### src/rtl/sic_alu_lock_arbiter.sv
// sic_alu_lock_arbiter
// ---------------------
// Shares one ALU among NUM_SICS sic_exec_alu instances. Each SIC asks for an
// ALU lock with a request level and its issue_id. The oldest requester
// (wrap-aware id compare, ties to the lower index) gets the lock. It keeps the
// lock until it pulses release or drops its request. On a release, the lock
// hands off to the next oldest requester with no idle cycle in between.
//
// Optional build macro: SIC_ALU_ARB_STATS_EN adds the grant and contention
// counters stat_grants and stat_wait_cycles.
//
// Ports:
//   clk, rst_n        clock, asynchronous active-low reset
//   flush             drops any lock; no arbitration happens in that cycle
//   rpl_req           per-SIC lock request level
//   rpl_issue_id      per-SIC issue_id, SIC i at [i*ID_WIDTH +: ID_WIDTH]
//   rpl_release       per-SIC one-cycle release pulse
//   alu_req_in        per-SIC packed ALU request, SIC i at [i*REQ_W +: REQ_W]
//   alu_grant         registered one-hot (or zero) grant vector
//   alu_req_out       owner's ALU request, zero when idle
//   alu_req_valid     high while a lock is held
//   owner_id          current owner index, zero when idle
//   stat_grants       (stats build) saturating count of new grants
//   stat_wait_cycles  (stats build) saturating count of contended cycles
module sic_alu_lock_arbiter #(
  parameter int NUM_SICS = 4,
  parameter int ID_WIDTH = 8,
  parameter int REQ_W    = 72
) (
  input  logic                          clk,
  input  logic                          rst_n,
  input  logic                          flush,
  input  logic [NUM_SICS-1:0]           rpl_req,
  input  logic [NUM_SICS*ID_WIDTH-1:0]  rpl_issue_id,
  input  logic [NUM_SICS-1:0]           rpl_release,
  input  logic [NUM_SICS*REQ_W-1:0]     alu_req_in,
  output logic [NUM_SICS-1:0]           alu_grant,
  output logic [REQ_W-1:0]              alu_req_out,
  output logic                          alu_req_valid,
  output logic [$clog2(NUM_SICS)-1:0]   owner_id
`ifdef SIC_ALU_ARB_STATS_EN
  ,
  output logic [31:0]                   stat_grants,
  output logic [31:0]                   stat_wait_cycles
`endif
);

  localparam int IDX_W = $clog2(NUM_SICS);

  typedef enum logic {
    IDLE,
    LOCKED
  } arb_state_t;

  arb_state_t          state_q, state_d;
  logic [IDX_W-1:0]    owner_q, owner_d;
  logic [NUM_SICS-1:0] grant_q, grant_d;

  logic [NUM_SICS-1:0] owner_mask;
  logic [NUM_SICS-1:0] eligible;
  logic                owner_release;
  logic                win_found;
  logic [IDX_W-1:0]    win_idx;
  logic [ID_WIDTH-1:0] win_id;
  logic [ID_WIDTH-1:0] cand_id;
  logic [ID_WIDTH-1:0] age_diff;
  logic                new_grant;

  // One-hot of the current owner. It is all-zero in IDLE, so the same
  // eligible set serves both the idle arbitration and the handoff.
  always_comb begin
    owner_mask = '0;
    if (state_q == LOCKED) begin
      owner_mask[owner_q] = 1'b1;
    end
  end

  assign eligible      = rpl_req & ~owner_mask;
  assign owner_release = rpl_release[owner_q] | ~rpl_req[owner_q];

  // Linear oldest-first search. A candidate replaces the running winner only
  // when it is strictly older (MSB of the modular difference set). Equal ids
  // therefore keep the lower index.
  always_comb begin
    win_found = 1'b0;
    win_idx   = '0;
    win_id    = '0;
    cand_id   = '0;
    age_diff  = '0;
    for (int i = 0; i < NUM_SICS; i++) begin
      cand_id  = rpl_issue_id[i*ID_WIDTH +: ID_WIDTH];
      age_diff = cand_id - win_id;
      if (eligible[i] && (!win_found || age_diff[ID_WIDTH-1])) begin
        win_found = 1'b1;
        win_idx   = i[IDX_W-1:0];
        win_id    = cand_id;
      end
    end
  end

  // Next-state logic. Flush overrides everything. Age order is applied only
  // when idle or at a release, so a running owner is never preempted.
  always_comb begin
    state_d   = state_q;
    owner_d   = owner_q;
    grant_d   = grant_q;
    new_grant = 1'b0;
    if (flush) begin
      state_d = IDLE;
      owner_d = '0;
      grant_d = '0;
    end else begin
      case (state_q)
        IDLE: begin
          if (win_found) begin
            state_d          = LOCKED;
            owner_d          = win_idx;
            grant_d          = '0;
            grant_d[win_idx] = 1'b1;
            new_grant        = 1'b1;
          end
        end
        LOCKED: begin
          if (owner_release) begin
            if (win_found) begin
              owner_d          = win_idx;
              grant_d          = '0;
              grant_d[win_idx] = 1'b1;
              new_grant        = 1'b1;
            end else begin
              state_d = IDLE;
              owner_d = '0;
              grant_d = '0;
            end
          end
        end
        default: begin
          state_d = IDLE;
          owner_d = '0;
          grant_d = '0;
        end
      endcase
    end
  end

  // Lock state, owner and registered grant vector.
  always_ff @(posedge clk or negedge rst_n) begin
    if (!rst_n) begin
      state_q <= IDLE;
      owner_q <= '0;
      grant_q <= '0;
    end else begin
      state_q <= state_d;
      owner_q <= owner_d;
      grant_q <= grant_d;
    end
  end

  assign alu_grant     = grant_q;
  assign alu_req_valid = (state_q == LOCKED);
  assign owner_id      = owner_q;
  assign alu_req_out   = (state_q == LOCKED) ? alu_req_in[owner_q*REQ_W +: REQ_W]
                                             : '0;

`ifdef SIC_ALU_ARB_STATS_EN
  // Saturating counters. A flush leaves them unchanged. Only reset clears
  // them. A cycle counts as contended when any non-owner is requesting.
  always_ff @(posedge clk or negedge rst_n) begin
    if (!rst_n) begin
      stat_grants      <= '0;
      stat_wait_cycles <= '0;
    end else begin
      if (new_grant && (stat_grants != 32'hFFFF_FFFF)) begin
        stat_grants <= stat_grants + 32'd1;
      end
      if ((|eligible) && (stat_wait_cycles != 32'hFFFF_FFFF)) begin
        stat_wait_cycles <= stat_wait_cycles + 32'd1;
      end
    end
  end
`endif

endmodule

### config.mk
export PLATFORM = sky130hd
export DESIGN_NAME = sic_alu_lock_arbiter
export DESIGN_NICKNAME = d
export VERILOG_FILES = /design/src/rtl/sic_alu_lock_arbiter.sv
export SDC_FILE = /design/constraint.sdc
export NUM_CORES = 1
export LEC_CHECK = 0
export CAP_MARGIN = 5
export CORE_AREA = 3 3 157 159
export CTS_CLUSTER_DIAMETER = 60
export CTS_CLUSTER_SIZE = 28
export DETAILED_ROUTE_END_ITERATION = 7
export DIE_AREA = 0 0 160 162
export SETUP_SLACK_MARGIN = 0.4
export SLEW_MARGIN = 20
export SYNTH_ARGS = -nofsm -noshare
export SYNTH_HDL_FRONTEND = slang
export SYNTH_SLANG_ARGS = --single-unit
### constraint.sdc
create_clock -name clk -period 8 [get_ports clk]
set_clock_uncertainty 0.15 [all_clocks]
set_input_delay 2 -clock clk [delete_from_list [all_inputs] [get_ports clk]]
set_output_delay 2 -clock clk [all_outputs]
set_load 0.005 [all_outputs]
==> results of run 1 <==
==> synth_stat cells (2+ instances only) <==
cell type	count	area, um2
xnor2_1	3	26.3
o21ai_1	3	15.0
mux2_2	7	78.8
nor3_1	4	20.0
o21ai_0	9	45.0
o21a_1	3	22.5
and2_1	78	488
nor2_1	17	63.8
dfrtp_1	7	175
nand3b_1	3	22.5
nor2b_1	3	18.8
ha_1	18	225
clkbuf_1	16	60.1
inv_1	9	33.8
mux4_2	72	1620
a21oi_1	13	65.1
a21boi_0	2	15.0
o21bai_1	2	15.0
a311oi_2	2	30.0
nand4_1	4	25.0
a211oi_1	3	22.5
and4b_1	3	30.0
nand2_1	24	90.1
nand3_1	7	35.0
buf_1	13	48.8
mux2i_1	4	40.0
a21o_1	8	60.1
==> stage by stage <==
step                      total power [uW]  cells  util (%)  setup TNS [ps]  hold WS [ps]
after CTS                             1490   1113      37.5               0           354
after detailed placement              1350   1103      36.5           -2560           346
final                                 1500   1121      38.0               0           339
after global routing                  1600   1121      38.0               0           376
after global placement                1350   1103      36.5           -1550           328
after floorplan                        747    372         -               0           329
==> cells by family after synthesis <==
kind of cell | count (synthesis) | synth area share, %
simple gates | 154 | 23.7
mux | 84 | 46.9
compound gates | 66 | 13.7
buf+inv | 39 | 3.96
fa+ha+maj | 18 | 6.04
flops | 7 | 4.69
xor+xnor | 4 | 0.939
==> where the power goes <==
part	total [uW]	internal, uW	switching [uW]
clock network	83.8	66.2	17.7
registers	55.2	49.1	6.08
logic	1360	822	540
total	1500	938	564
==> final cells by class <==
| type | count | share of cell area, % |
|---|---|---|
| diodes | 5 | 0.141 |
| clock buffers | 4 | 0.885 |
| inverters | 9 | 0.379 |
| multi-input cells | 326 | 42.2 |
| flip-flops and latches | 7 | 2.07 |
| well taps | 319 | 4.48 |
| repair buffers | 451 | 49.8 |
==> how the worst min path moves through the flow <==
stage / from / to / slack (ps)
after floorplan: alu_grant[3] / alu_grant[3] / 330
after global placement: alu_grant[3] / alu_grant[3] / 330
after detailed placement: alu_grant[3] / alu_grant[3] / 350
after CTS: alu_grant[3] / alu_grant[3] / 350
after global routing: alu_grant[1] / alu_grant[1] / 380
final: alu_grant[3] / alu_grant[3] / 340
==> cell usage in the layout (no fill, tap or decap), types with 4 or more instances in the layout <==
master and instances:
clkdlybuf4s50_1 398, and2_1 77, mux4_2 72, buf_4 36
nand2_1 18, nor2_1 12, ha_4 11, dlygate4sd2_1 10
inv_1 9, a21oi_2 9, a21o_1 8, ha_1 7
o21ai_1 6, nand3_1 6, mux2_4 6, diode_2 5
buf_6 5, o21ai_0 4, nand4_1 4, dfrtp_1 4
==> metal layers <==
layer  vias to the layer above  wire, um  track usage, %  share of wire, %
met3                        38      2000            5.25               8.0
met1                      2510     10500            23.9                42
li1                       2337         -               -                 -
met5                         -        92               0              0.37
met4                        16       469            4.62               1.9
met2                       238     11800            28.8                48
==> worst max-delay path, delay by kind of cell <==
kind	cells	cell delay, ps
muxes	2	500
xor gates and xnor gates	1	130
and+or+nand+nor	10	1320
adders and majority gates	3	700
AOI/OAI and AO/OA	14	2210
buffers and inverters	5	660
==> what timing repair did <==
item,CTS,global route
setup buffers,6,3
endpoints found under the setup margin,6,6
gates resized for setup,35,17
pin swaps,30,24
gates cloned,0,0
==> flip-flops by register name, summed over array words and instances (netlist names) <==
name / flops
alu_req_valid: 1
alu_grant: 4
owner_id: 2
==> results.py, run 1 <==
metrics = {
    "sta": {
        "relSlewSlack_pct": 25.2,
        "rsz0062_at_grt": "true",
        "setup_violations": 0,
        "fin_ws_ps": 391,
        "post-route-min-period_ps": 7610,
        "fmax_ghz": 0.131,
        "fin_crit_sh_pct": 95.1,
        "slew_violations": 0,
        "tightest_slew_ps": 1110,
        "hold_viol_final": 0,
    },
    "cts": {
        "cts_sinks": 7,
        "numCtsBuffers": 3,
        "cts-htree-levels": 1,
        "cts.path.max_buffers": 2,
        "cts_tree": "built",
        "clk_latency_ps": 230,
        "clk_pin_slew_ps": 30,
        "cts_root_buffer": "clkbuf_16",
        "cts_hold_buffers": 0,
    },
    "logic_synthesis": {
        "syn-cell-area_um2": 3730,
        "ys_seq_elements": 7,
        "synth-edff-count": 0,
        "async_flop_share_pct": 100,
        "syn_avg_cell_area_um2": 10.0,
        "synth_ff_type": "dfrtp_1",
        "postSynthCellCount": 372,
        "syn-num-nets": 721,
        "ys_warn_count": 0,
        "seq_area_frac_synth_pct": 4.69,
        "yosysUniqueCellTypes": 62,
    },
    "die": {
        "row_count": 56,
        "fp.dieW_um": 160,
        "die_area_um2": 25900,
        "num_io_pins": 410,
        "die_h_um": 162,
        "start_util_pct": 15.9,
        "core_area_um2": 23400,
    },
    "placement": {
        "port_buffers": 409,
        "gp_congestion": 0.927,
        "hpwlAfterDp_um": 21000,
        "dp_slack_ps": -477,
        "dpl_cell_area_um2": 8540,
    },
    "pwr": {
        "power_leakage_uw": 0.00320,
        "ir_drop_mv": 0.106,
        "powerDensity_nw_per_um2": 169,
    },
    "setup_path": {
        "crit_fanout": 7,
        "critPathMaxStageDelay_ps": 350,
        "worst-r2r-cell-count": 35,
        "r2r_setup_slack_ps": 1230,
        "worstPathArrival_ps": 7570,
        "critical_path_class": "in2reg",
        "cp-start-kind": "input pin",
        "cp-end-kind": "flip-flop",
        "cp.required_ps": 7970,
        "critPathSlowestCell": "a311oi_4",
        "r2r-start": "owner_id[0]",
        "cp-endpoint": "alu_grant[2]",
        "timing.rr.end": "alu_grant[2]",
        "crit_start": "rpl_req[0]",
    },
    "grt": {
        "grt.overflow.total": 0,
        "grt_usage_pct": 18.0,
        "grt_pass1_wl_um": 35400,
        "antenna_found_initial": 14,
        "grt_pass1_vias": 5315,
        "grt_max_degree": 81,
    },
    "final_layout": {
        "nFillCells": 2327,
        "multi_input_comb_area_um2": 3760,
        "regArea_um2": 184,
        "drive_gt1_share_pct": 22.5,
        "final_cell_area_um2": 8900,
        "nets": 1147,
        "syn2layout_area_growth_pct": 139,
    },
    "drt": {
        "ant_nets": 0,
        "drc_errors": 0,
        "drt-initial-drc-count": 367,
        "wl_um": 24900,
        "vias": 5139,
        "routedWlPerCell_um": 22.2,
        "drt_pass1_iterations": 4,
        "routed_via_density": 4.58,
    },
    "worst_hold_path": {
        "hp-class": "reg2reg",
        "hold_depth": 2,
    },
    "run": {
        "maxCapViolCount": 0,
    },
    "run_status": {
        "status": "complete, no violations",
    },
}
Power figures use the tool's default switching activity.
==> run 2: changes to the inputs <==
--- a/config.mk
+++ b/config.mk
@@ -12,6 +12,7 @@
 export DETAILED_ROUTE_END_ITERATION = 7
 export DIE_AREA = 0 0 160 162
 export SETUP_SLACK_MARGIN = 0.4
+export SKIP_CTS_REPAIR_TIMING = 1
 export SLEW_MARGIN = 20
 export SYNTH_ARGS = -nofsm -noshare
 export SYNTH_HDL_FRONTEND = slang
==> results.py, run 2 (synthesized netlist as in run 1, its figures left out) <==
metrics = {
    "run_status": {
        "status": "complete, no violations",
    },
    "sta": {
        "tightest_slew_ps": 1130,
        "fin_crit_sh_pct": 95.5,
        "relSlewSlack_pct": 23.4,
        "post-route-min-period_ps": 7640,
        "setup_violations": 0,
        "holdWs_ps": 339,
        "slew_violations": 0,
        "fmax_ghz": 0.131,
        "rsz0062_at_grt": "true",
        "hold_viol_final": 0,
        "tns_ps": 0,
    },
    "final_layout": {
        "largest_register_ffs": 4,
        "drive_gt1_share_pct": 21.6,
        "syn2layout_area_growth_pct": 138,
        "multi_input_comb_area_um2": 3710,
        "nets": 1145,
        "regArea_um2": 184,
        "nFillCells": 2335,
        "mostFrequentLayoutCell": "clkdlybuf4s50_1",
        "layout_common_cells": "clkdlybuf4s50_1, and2_1, mux4_2",
    },
    "drt": {
        "wl_um": 25000,
        "drt_pass1_iterations": 4,
        "routedWlPerCell_um": 22.3,
        "vias": 5098,
        "routed_via_density": 4.56,
        "drc_errors": 0,
        "ant_nets": 0,
        "drt-initial-drc-count": 285,
    },
    "worst_hold_path": {
        "hold_depth": 2,
        "min_to": "alu_grant[3]",
        "hp-start": "alu_grant[3]",
        "hp-class": "reg2reg",
    },
    "pwr": {
        "ir_drop_mv": 0.106,
        "power_leakage_uw": 0.00327,
        "powerDensity_nw_per_um2": 167,
    },
    "grt": {
        "busiest_layer": "met2",
        "grtUsageMet2_pct": 28.4,
        "antenna_found_initial": 14,
        "grt_pass1_vias": 5243,
        "grt.overflow.total": 0,
        "grt_usage_pct": 17.8,
        "met1_usage_pct": 23.7,
        "grt_max_degree": 81,
        "grt_util_met3_pct": 5.25,
        "grt_pass1_wl_um": 35000,
    },
    "cts": {
        "numCtsBuffers": 3,
        "cts_root_buffer": "clkbuf_16",
        "cts.path.max_buffers": 2,
        "clk_pin_slew_ps": 30,
        "cts_tree": "built",
        "cts_sinks": 7,
        "cts-htree-levels": 1,
        "clk_latency_ps": 230,
    },
    "placement": {
        "port_buffers": 409,
        "hpwlAfterDp_um": 21000,
        "gp_congestion": 0.927,
    },
    "setup_path": {
        "critPathSlowestCell": "a211oi_4",
        "cp-start-kind": "input pin",
        "r2r_setup_slack_ps": 1190,
        "worst-r2r-cell-count": 35,
        "crit_fanout": 7,
        "timing.rr.end": "owner_id[1]",
        "r2r-start": "owner_id[0]",
        "cp-end-kind": "flip-flop",
        "critPathMaxStageDelay_ps": 340,
        "critical_path_class": "in2reg",
        "cp.required_ps": 7960,
        "worstPathArrival_ps": 7600,
    },
    "die": {
        "start_util_pct": 15.9,
        "row_count": 56,
        "die_h_um": 162,
        "core_area_um2": 23400,
        "num_io_pins": 410,
        "die_area_um2": 25900,
        "fp.dieW_um": 160,
    },
    "run": {
        "maxCapViolCount": 0,
    },
}
-- run 2: cell types whose count changed in the layout (fill, tap and decap cells not counted), sizes merged --
cell	change
dlymetal6s2s	+11
clkdlybuf4s50	-1
buf	-2
dlygate4sd2	-10
-- run 2: worst max path at each step --
| stage | from | end | cells after the start | slack, ps |
|---|---|---|---|---|
| 2_1_floorplan | rpl_req[0] | owner_id[0] | 32 | 400 |
| 3_3_place_gp | rpl_req[0] | owner_id[0] | 33 | -300 |
| 3_5_place_dp | rpl_req[0] | owner_id[0] | 33 | -480 |
| 4_1_cts | rpl_req[0] | alu_grant[2] | 33 | -270 |
| 5_1_grt | rpl_req[0] | owner_id[1] | 35 | 100 |
| 6_report | rpl_req[0] | owner_id[1] | 35 | 360 |
-- run 2: cell type report --
class / count / share of cell area (%)
clock buffer: 4 / 0.888
inverter: 9 / 0.380
antenna: 5 / 0.141
sequential: 7 / 2.07
tap: 319 / 4.49
multi-input combinational: 326 / 41.8
timing repair buffer: 449 / 50.3
-- run 2: critical path, delay by kind of cell --
kind            cells  cell delay, ps
mux                 2             480
xor+xnor            1             130
compound gates     12            2090
buf+inv             5             670
simple gates       12            1430
fa+ha+maj           3             760
-- run 2: report_power, final --
| group | switching (uW) | leakage (uW) | internal, uW |
|---|---|---|---|
| combinational | 532 | 0.00314 | 812 |
| sequential | 6.16 | 0.0000868 | 49.1 |
| clock | 17.7 | 0.0000382 | 66.2 |
-- run 2: metrics by stage --
| stage | cells | total power [uW] | cell area (um2) | utilization [%] | setup slack, ps |
|---|---|---|---|---|---|
| 2_1_floorplan | 372 | 747 | 3910 | - | 401 |
| 3_3_place_gp | 1103 | 1350 | 8540 | 36.5 | -305 |
| 3_5_place_dp | 1103 | 1350 | 8540 | 36.5 | -477 |
| 4_1_cts | 1107 | 1450 | 8620 | 36.8 | -266 |
| 5_1_grt | 1119 | 1580 | 8880 | 37.9 | 97.0 |
| 6_report | 1119 | 1480 | 8880 | 37.9 | 356 |
-- run 2: metal layers --
layer | wire (um) | part of all wire (%) | up-vias
li1 | - | - | 2329
met3 | 2400 | 9.6 | 40
met1 | 10100 | 40 | 2464
met5 | 92 | 0.37 | -
met4 | 486 | 1.9 | 16
met2 | 11900 | 48 | 249
==> run 3: changes to the inputs <==
--- a/config.mk
+++ b/config.mk
@@ -6,11 +6,12 @@
 export NUM_CORES = 1
 export LEC_CHECK = 0
 export CAP_MARGIN = 5
-export CORE_AREA = 3 3 157 159
+export CORE_AREA = 3 3 160 162
 export CTS_CLUSTER_DIAMETER = 60
 export CTS_CLUSTER_SIZE = 28
 export DETAILED_ROUTE_END_ITERATION = 7
-export DIE_AREA = 0 0 160 162
+export DIE_AREA = 0 0 163 165
+export DONT_BUFFER_PORTS = 1
 export SETUP_SLACK_MARGIN = 0.4
 export SKIP_CTS_REPAIR_TIMING = 1
 export SLEW_MARGIN = 20
==> constraint.sdc (replaced) <==
create_clock -name clk -period 7.5 [get_ports clk]
set_clock_uncertainty 0.15 [all_clocks]
set_input_delay 1.875 -clock clk [delete_from_list [all_inputs] [get_ports clk]]
set_output_delay 1.875 -clock clk [all_outputs]
set_load 0.005 [all_outputs]
==> results.py, run 3 (synthesized netlist as in run 1, its figures left out) <==
metrics = {
    "die": {
        "fp.dieW_um": 163,
        "die_h_um": 165,
        "start_util_pct": 15.4,
        "die_area_um2": 26900,
        "num_io_pins": 410,
        "core_area_um2": 24200,
        "row_count": 57,
    },
    "sta": {
        "holdWs_ps": 399,
        "relSlewSlack_pct": 41.7,
        "slew_violations": 0,
        "hold_viol_final": 0,
        "tightest_slew_ps": 875,
        "setup_violations": 0,
        "fin_crit_sh_pct": 98.0,
        "rsz0062_at_grt": "true",
        "fin_ws_ps": 153,
        "post-route-min-period_ps": 7350,
        "fmax_ghz": 0.136,
    },
    "final_layout": {
        "nets": 729,
        "instances_no_fill": 717,
        "postLayoutCoreUtil_pct": 19.3,
        "layout_common_cells": "and2_1, mux4_2, buf_4",
        "largest_register_ffs": 4,
        "syn2layout_area_growth_pct": 25.2,
        "final_cell_area_um2": 4670,
        "mostFrequentLayoutCell": "and2_1",
        "drive_gt1_share_pct": 41.4,
        "nFillCells": 2638,
    },
    "placement": {
        "dpl_cell_area_um2": 4410,
        "hpwlAfterDp_um": 19200,
        "port_buffers": 0,
        "dp_cells": 693,
        "dp_slack_ps": -211,
        "gp_congestion": 0.954,
    },
    "worst_hold_path": {
        "hold_depth": 2,
        "hp-start": "alu_grant[0]",
        "hp-class": "reg2reg",
    },
    "setup_path": {
        "cp.required_ps": 7450,
        "crit_fanout": 11,
        "worst-r2r-cell-count": 33,
        "crit_start": "rpl_req[0]",
        "cp-start-kind": "input pin",
        "cp-end-kind": "flip-flop",
        "critical_path_class": "in2reg",
        "r2r_setup_slack_ps": 800,
        "worstPathArrival_ps": 7300,
        "r2r-start": "owner_id[0]",
        "critPathSlowestCell": "a211oi_4",
        "critPathMaxStageDelay_ps": 360,
    },
    "pwr": {
        "ir_drop_mv": 0.107,
        "p_seq_share_pct": 5.6,
        "combPwrFrac_pct": 86.5,
        "power_leakage_uw": 0.00154,
        "p_switching_uw": 522,
        "intPower_uw": 617,
        "switching_share_pct": 45.8,
        "clockPowerShare_pct": 7.9,
        "powerDensity_nw_per_um2": 244,
    },
    "grt": {
        "grt.overflow.total": 0,
        "grt_pass1_vias": 3531,
        "grt_pass1_wl_um": 27800,
        "grt_usage_pct": 14.7,
        "antenna_found_initial": 28,
        "grt_max_degree": 81,
    },
    "drt": {
        "drt-initial-drc-count": 364,
        "vias": 3675,
        "routedWlPerCell_um": 31.1,
        "routed_via_density": 5.13,
        "wl_um": 22300,
        "drc_errors": 0,
        "drt_pass1_iterations": 5,
        "ant_nets": 0,
    },
    "cts": {
        "cts.path.max_buffers": 2,
        "clk_pin_slew_ps": 40,
        "cts-htree-levels": 1,
        "cts_tree": "built",
        "cts_root_buffer": "clkbuf_16",
        "cts_sinks": 7,
        "numCtsBuffers": 3,
        "clk_latency_ps": 230,
    },
    "run": {
        "maxCapViolCount": 0,
    },
    "run_status": {
        "status": "complete, no violations",
    },
}
==> run 3: changes by cell type in the layout (fill, tap and decap cells not counted), sizes merged <==
cell and change:
dlymetal6s2s -11, diode +9, buf -8, clkdlybuf4s50 -397
==> run 3: power groups by stage <==
stage	clock, uW	combinational [uW]	sequential (uW)
floorplan	0	742	59.1
global route	93.0	1060	66.0
detailed placement	0	948	65.3
finish	90.3	985	63.3
CTS	90.5	958	65.1
global placement	0	940	65.2
==> run 3: cell type report <==
class	instances	area, um2	area share [%]
multi-input combinational	326	3670	78.5
tap	324	405	8.68
timing repair buffer	33	268	5.73
sequential	7	184	3.94
clock buffer	4	78.8	1.69
antenna	14	35.0	0.750
inverter	9	33.8	0.723
==> run 3: critical path, delay by kind of cell <==
family	cells	cell delay, ps
compound gates	12	2180
simple gates	12	1400
fa+ha+maj	3	760
mux	2	630
buf+inv	2	290
xor+xnor	1	130
==> run 3: final timing paths <==
path                                end
min in group asynchronous  alu_grant[1]
max                         owner_id[0]
max reg2reg                 owner_id[0]
min reg2reg                alu_grant[0]
max in group asynchronous   owner_id[1]
min                        alu_grant[0]
==> run 3: per-layer routing <==
| metal | wire [um] | GRT usage, % | up-vias |
|---|---|---|---|
| li1 | - | - | 1503 |
| met1 | 7670 | 16.2 | 1834 |
| met2 | 10300 | 22.7 | 276 |
| met3 | 3820 | 10.5 | 36 |
| met4 | 317 | 3.50 | 26 |
| met5 | 171 | 2.84 | - |
==> run 3: through the flow <==
step	TNS [ps]	power, uW
after global routing	-1010	1220
after global placement	-460	1010
after floorplan	0	801
after CTS	0	1110
final	0	1140
after detailed placement	-1030	1010
==> variant 1, RTL diff (flow settings as in run 1) <==
Build with the macro `SIC_ALU_ARB_STATS_EN` defined.
--- a/src/rtl/sic_alu_lock_arbiter.sv
+++ b/src/rtl/sic_alu_lock_arbiter.sv
@@ -22,6 +22,8 @@
 //   owner_id          current owner index, zero when idle
 //   stat_grants       (stats build) saturating count of new grants
 //   stat_wait_cycles  (stats build) saturating count of contended cycles
+`define SIC_ALU_ARB_STATS_EN
+
 module sic_alu_lock_arbiter #(
   parameter int NUM_SICS = 4,
   parameter int ID_WIDTH = 8,
Behaviour (old outputs only; new: stat_grants and stat_wait_cycles): unchanged (Yosys induction, for registers that start in step).
==> variant 1 against run 1 <==
Wire length is 44% higher. Non-clock buffer count is 55 higher. Synthesized area is 75% higher. Combinational power is 4% higher. Worst setup slack better by 0.19 ns. Global-route usage is 8.3 points higher. Power is 54% higher. Sequential cell count is 64 higher. Design area is 39% higher. Critical endpoint is now alu_grant[1]$_DFFE_PN0P_. Critical path type unchanged. Highest routed layer unchanged. Clock power grew to 4.8 times the old value.
==> variant 1: results (changes against run 1) <==
Run status
The flow ran to the end, and the final reports show no timing, DRC or antenna violations.

Logic synthesis
The xor/xnor cell area share of the yosys netlist came to 9.23% (+8.3 points). The instance count of the mapped netlist is 623 (+67%). The distinct cell type count of the synthesized netlist is 69 (+11%).

The compound-cell area share of the yosys netlist is 7.91% (-5.8 points). The number of nets in the synthesized netlist is 974 (+35%). The adder and majority gate portion of the synthesized area is 3.83% (-2.2 points).

Ranked by instance count, the synthesized netlist is headed by sky130_fd_sc_hd__and2_1 (80), sky130_fd_sc_hd__mux4_2 (72), sky130_fd_sc_hd__dfrtp_1 (71), sky130_fd_sc_hd__xnor2_1 (52), sky130_fd_sc_hd__nand2_1 (49).

Timing
The worst-case hold slack was 0.337 ns (-0.00172 ns). The actual slew at the worst max-slew pin is 0.930 ns (-0.177 ns).

CTS
The deepest level of the CTS H-tree is 3 (+2). The number of instances resized during post-cts repair is 21 (-40%). The clock edge transition at the registers on the reported setup and hold paths is 0.05 ns (+0.02 ns). The latest clock arrival within the worst-skew pair is 0.33 ns (+0.10 ns).

Place
The count of port buffers added during placement came to 473 (+16%). The detailed-placement wirelength estimate is 29100 um (+38%). The placed cell area is 0.0116 mm^2 (+36%).

Detailed routing
The number of DRC markers in iteration 0 is 436 (+19%). The detailed-routing iteration count for the pre-antenna-repair pass is 5 (+1). The length of routed met3 wiring was 5410 um (+170%). The met1 layer wirelength in the final routing came to 12800 um (+22%).

Global routing
The number of antenna violations at the first check in global routing is 9 (-5). The fraction of met3 tracks used by global routing is 17.6% (+12 points). The aggregate global-route resource usage was 26.3% (+8.3 points). The met1 routing resource usage after global routing is 29.3% (+5.4 points).

The first-pass GRT wire length was 50100 um (+41%).

Worst setup path
The launch point of the worst path is rpl_issue_id[11]. The arrival time of data at the critical path endpoint was 7.49 ns (-0.08 ns).

Final layout
The area occupied by registers is 0.00179 mm^2 (+870%). The register share of the cell area is 14.4% (+12 points). The layout inverter count without the clock tree is 12 (+3).

Pwr
The maximum vdd ir drop is 0.132 mV (+25%).
variant 1: changes by cell type in the layout (fill, tap and decap cells not counted), moves of 7 or more:
cell / before / now
sky130_fd_sc_hd__clkdlybuf4s50_1: 398 / 464
sky130_fd_sc_hd__dfrtp_1: 4 / 68
sky130_fd_sc_hd__xnor2_1: 3 / 51
sky130_fd_sc_hd__nand2_1: 18 / 43
sky130_fd_sc_hd__nand3_1: 6 / 28
sky130_fd_sc_hd__nor2_1: 12 / 28
sky130_fd_sc_hd__and3_1: 1 / 15
sky130_fd_sc_hd__nand4_1: 4 / 18
sky130_fd_sc_hd__xor2_1: 1 / 15
sky130_fd_sc_hd__dlygate4sd2_1: 10 / 0
sky130_fd_sc_hd__buf_4: 36 / 29
sky130_fd_sc_hd__dlymetal6s2s_1: 0 / 7
variant 1: power breakdown:
group | switching [W] | internal, W
Sequential | 0.0000956 | 0.000408
Combinational | 0.000575 | 0.000832
Clock | 0.000144 | 0.000255
==> variant 2, RTL diff (flow settings as in run 1) <==
Without the edit above. Change the parameter `NUM_SICS` from 4 to 2.
--- a/src/rtl/sic_alu_lock_arbiter.sv
+++ b/src/rtl/sic_alu_lock_arbiter.sv
@@ -23,7 +23,7 @@
 //   stat_grants       (stats build) saturating count of new grants
 //   stat_wait_cycles  (stats build) saturating count of contended cycles
 module sic_alu_lock_arbiter #(
-  parameter int NUM_SICS = 4,
+  parameter int NUM_SICS = 2,
   parameter int ID_WIDTH = 8,
   parameter int REQ_W    = 72
 ) (
Ports: changed (6 resized); port bits go from 410 to 243. No check against the original RTL was run, so the function may have changed too.
==> variant 2 against run 1 <==
Die area did not move. Global-route usage down 12 points. Power shrank 76%. Sequential cell count is 4 lower. Worst setup slack gained 2.2 ns. Synthesized area fell by 55%. Wire length down 66%. Synthesized cell count is 42% lower. Design area down 50%. Fmax is 41% higher.
==> variant 2: results (changes against run 1) <==
Final layout
The number of diodes was 0 (-5). The share of cells above drive strength 1 is 2.70% (-20 points). The number of inserted filler cells in the final layout is 2659 (+14%).

CTS
The number of post-CTS setup repair buffers was 0 (-6).

Logic synthesis
By area the synthesized netlist is led by sky130_fd_sc_hd__mux2i_1 (44%), sky130_fd_sc_hd__nor2b_1 (28%), sky130_fd_sc_hd__dfrtp_1 (4.5%). The sequential share of the synthesized area came to 4.47% (-0.22 points). The number of nets in the synthesized netlist is 387 (-46%). Sorting the synthesized cells by how often they occur yields sky130_fd_sc_hd__mux2i_1 (74), sky130_fd_sc_hd__nor2b_1 (74), sky130_fd_sc_hd__nand2_1 (10).

Place
The count of port buffers added during placement is 242 (-41%). The pre-CTS worst setup slack is 2.61 ns (+3.09 ns). The detailed-placement wirelength estimate is 7140 um (-66%).

The weighted congestion reported at the end of routability-driven placement is 0.717 (-23%). The placed cell area was 0.00442 mm^2 (-48%).

Worst setup path
The critical register-to-register path endpoint is alu_grant[0]$_DFFE_PN0P_. Among all stages on the critical path, the largest delay is contributed by sky130_fd_sc_hd__clkdlybuf4s50_1. The launch point of the worst reg-to-reg path is owner_id$_DFFE_PN0P_. The slack of the worst reg-to-reg path is 5.10 ns (+3.87 ns). The delay of the slowest cell on the worst path is 0.51 ns (+0.16 ns). The arrival time of data at the critical path endpoint is 3.24 ns (-4.33 ns).

Pwr
The leakage power summed over all cells is 1.56 nW (-51%).

Detailed routing
The number of DRC markers in iteration 0 is 65 (-82%). The total vias in the final route came to 2402 (-53%).

Global routing
The number of antenna violations at the first check in global routing is 0 (-14). The aggregate global-route resource usage is 5.97% (-12 points). The met2 track demand over resource was 11.4% (-17 points).

Run status
The run finished with clean final reports.
## variant 2: metal layers
layer	vias to the layer above	part of all wire [%]
li1	1191	-
met1	1054	39
met2	157	49
met3	0	12
met4	0	0
met5	-	0
## variant 2: worst max path at each step
stage                         start               to  slack, ns  cells after the start
floorplan            alu_req_in[82]  alu_req_out[10]       3.67                      2
global placement     alu_req_in[57]  alu_req_out[57]       2.59                      4
detailed placement   alu_req_in[57]  alu_req_out[57]       2.61                      4
CTS                  alu_req_in[57]  alu_req_out[57]       2.61                      4
global route        alu_req_in[107]  alu_req_out[35]       2.56                      4
finish               alu_req_in[57]  alu_req_out[57]       2.61                      4
## variant 2: logic make-up after synthesis
logic type / Yosys count / synth area share, %
AOI/OAI and AO/OA: 15 / 5.66
xor gates and xnor gates: 1 / 0.522
adders and majority gates: 6 / 4.47
buffers and inverters: 20 / 6.71
DFF: 3 / 4.47
muxes: 74 / 44.1
and+or+nand+nor: 95 / 34.1
## variant 2: power breakdown
part | internal (W) | total [W] | switching (W)
registers | 0.0000171 | 0.0000326 | 0.0000155
clock network | 0.0000657 | 0.0000789 | 0.0000132
logic | 0.000173 | 0.000246 | 0.0000729
## variant 2: through the flow
| stage | total power (W) | instances | hold WS (ns) | util, % |
|---|---|---|---|---|
| CTS | 0.000365 | 763 | 0.484 | 19.2 |
| global route | 0.000385 | 763 | 0.504 | 19.2 |
| floorplan | 0.000127 | 214 | 0.450 | - |
| detailed placement | 0.000284 | 759 | 0.473 | 18.9 |
| global placement | 0.000283 | 759 | 0.478 | 18.9 |
| finish | 0.000357 | 763 | 0.468 | 19.2 |
## variant 2: worst reg2reg max path, stage by stage (launching register included)
cell and delay [ns]:
sky130_fd_sc_hd__dfrtp_4 0.87, sky130_fd_sc_hd__inv_2 0.11, sky130_fd_sc_hd__a21oi_2 0.35, sky130_fd_sc_hd__nand2_1 0.10, sky130_fd_sc_hd__ha_1 0.29, sky130_fd_sc_hd__a21oi_1 0.14, sky130_fd_sc_hd__o21ai_0 0.10, sky130_fd_sc_hd__a21oi_1 0.25
sky130_fd_sc_hd__mux2i_1 0.27, sky130_fd_sc_hd__nor3b_2 0.18
## variant 2: cell type report
class	instances	area, um^2	share of cell area [%]
flip-flops and latches	3	80.1	1.78
multi-input cells	191	1490	33.2
inverters	2	7.51	0.167
repair buffers	244	2440	54.2
clock buffers	4	78.8	1.75
well taps	319	399	8.88
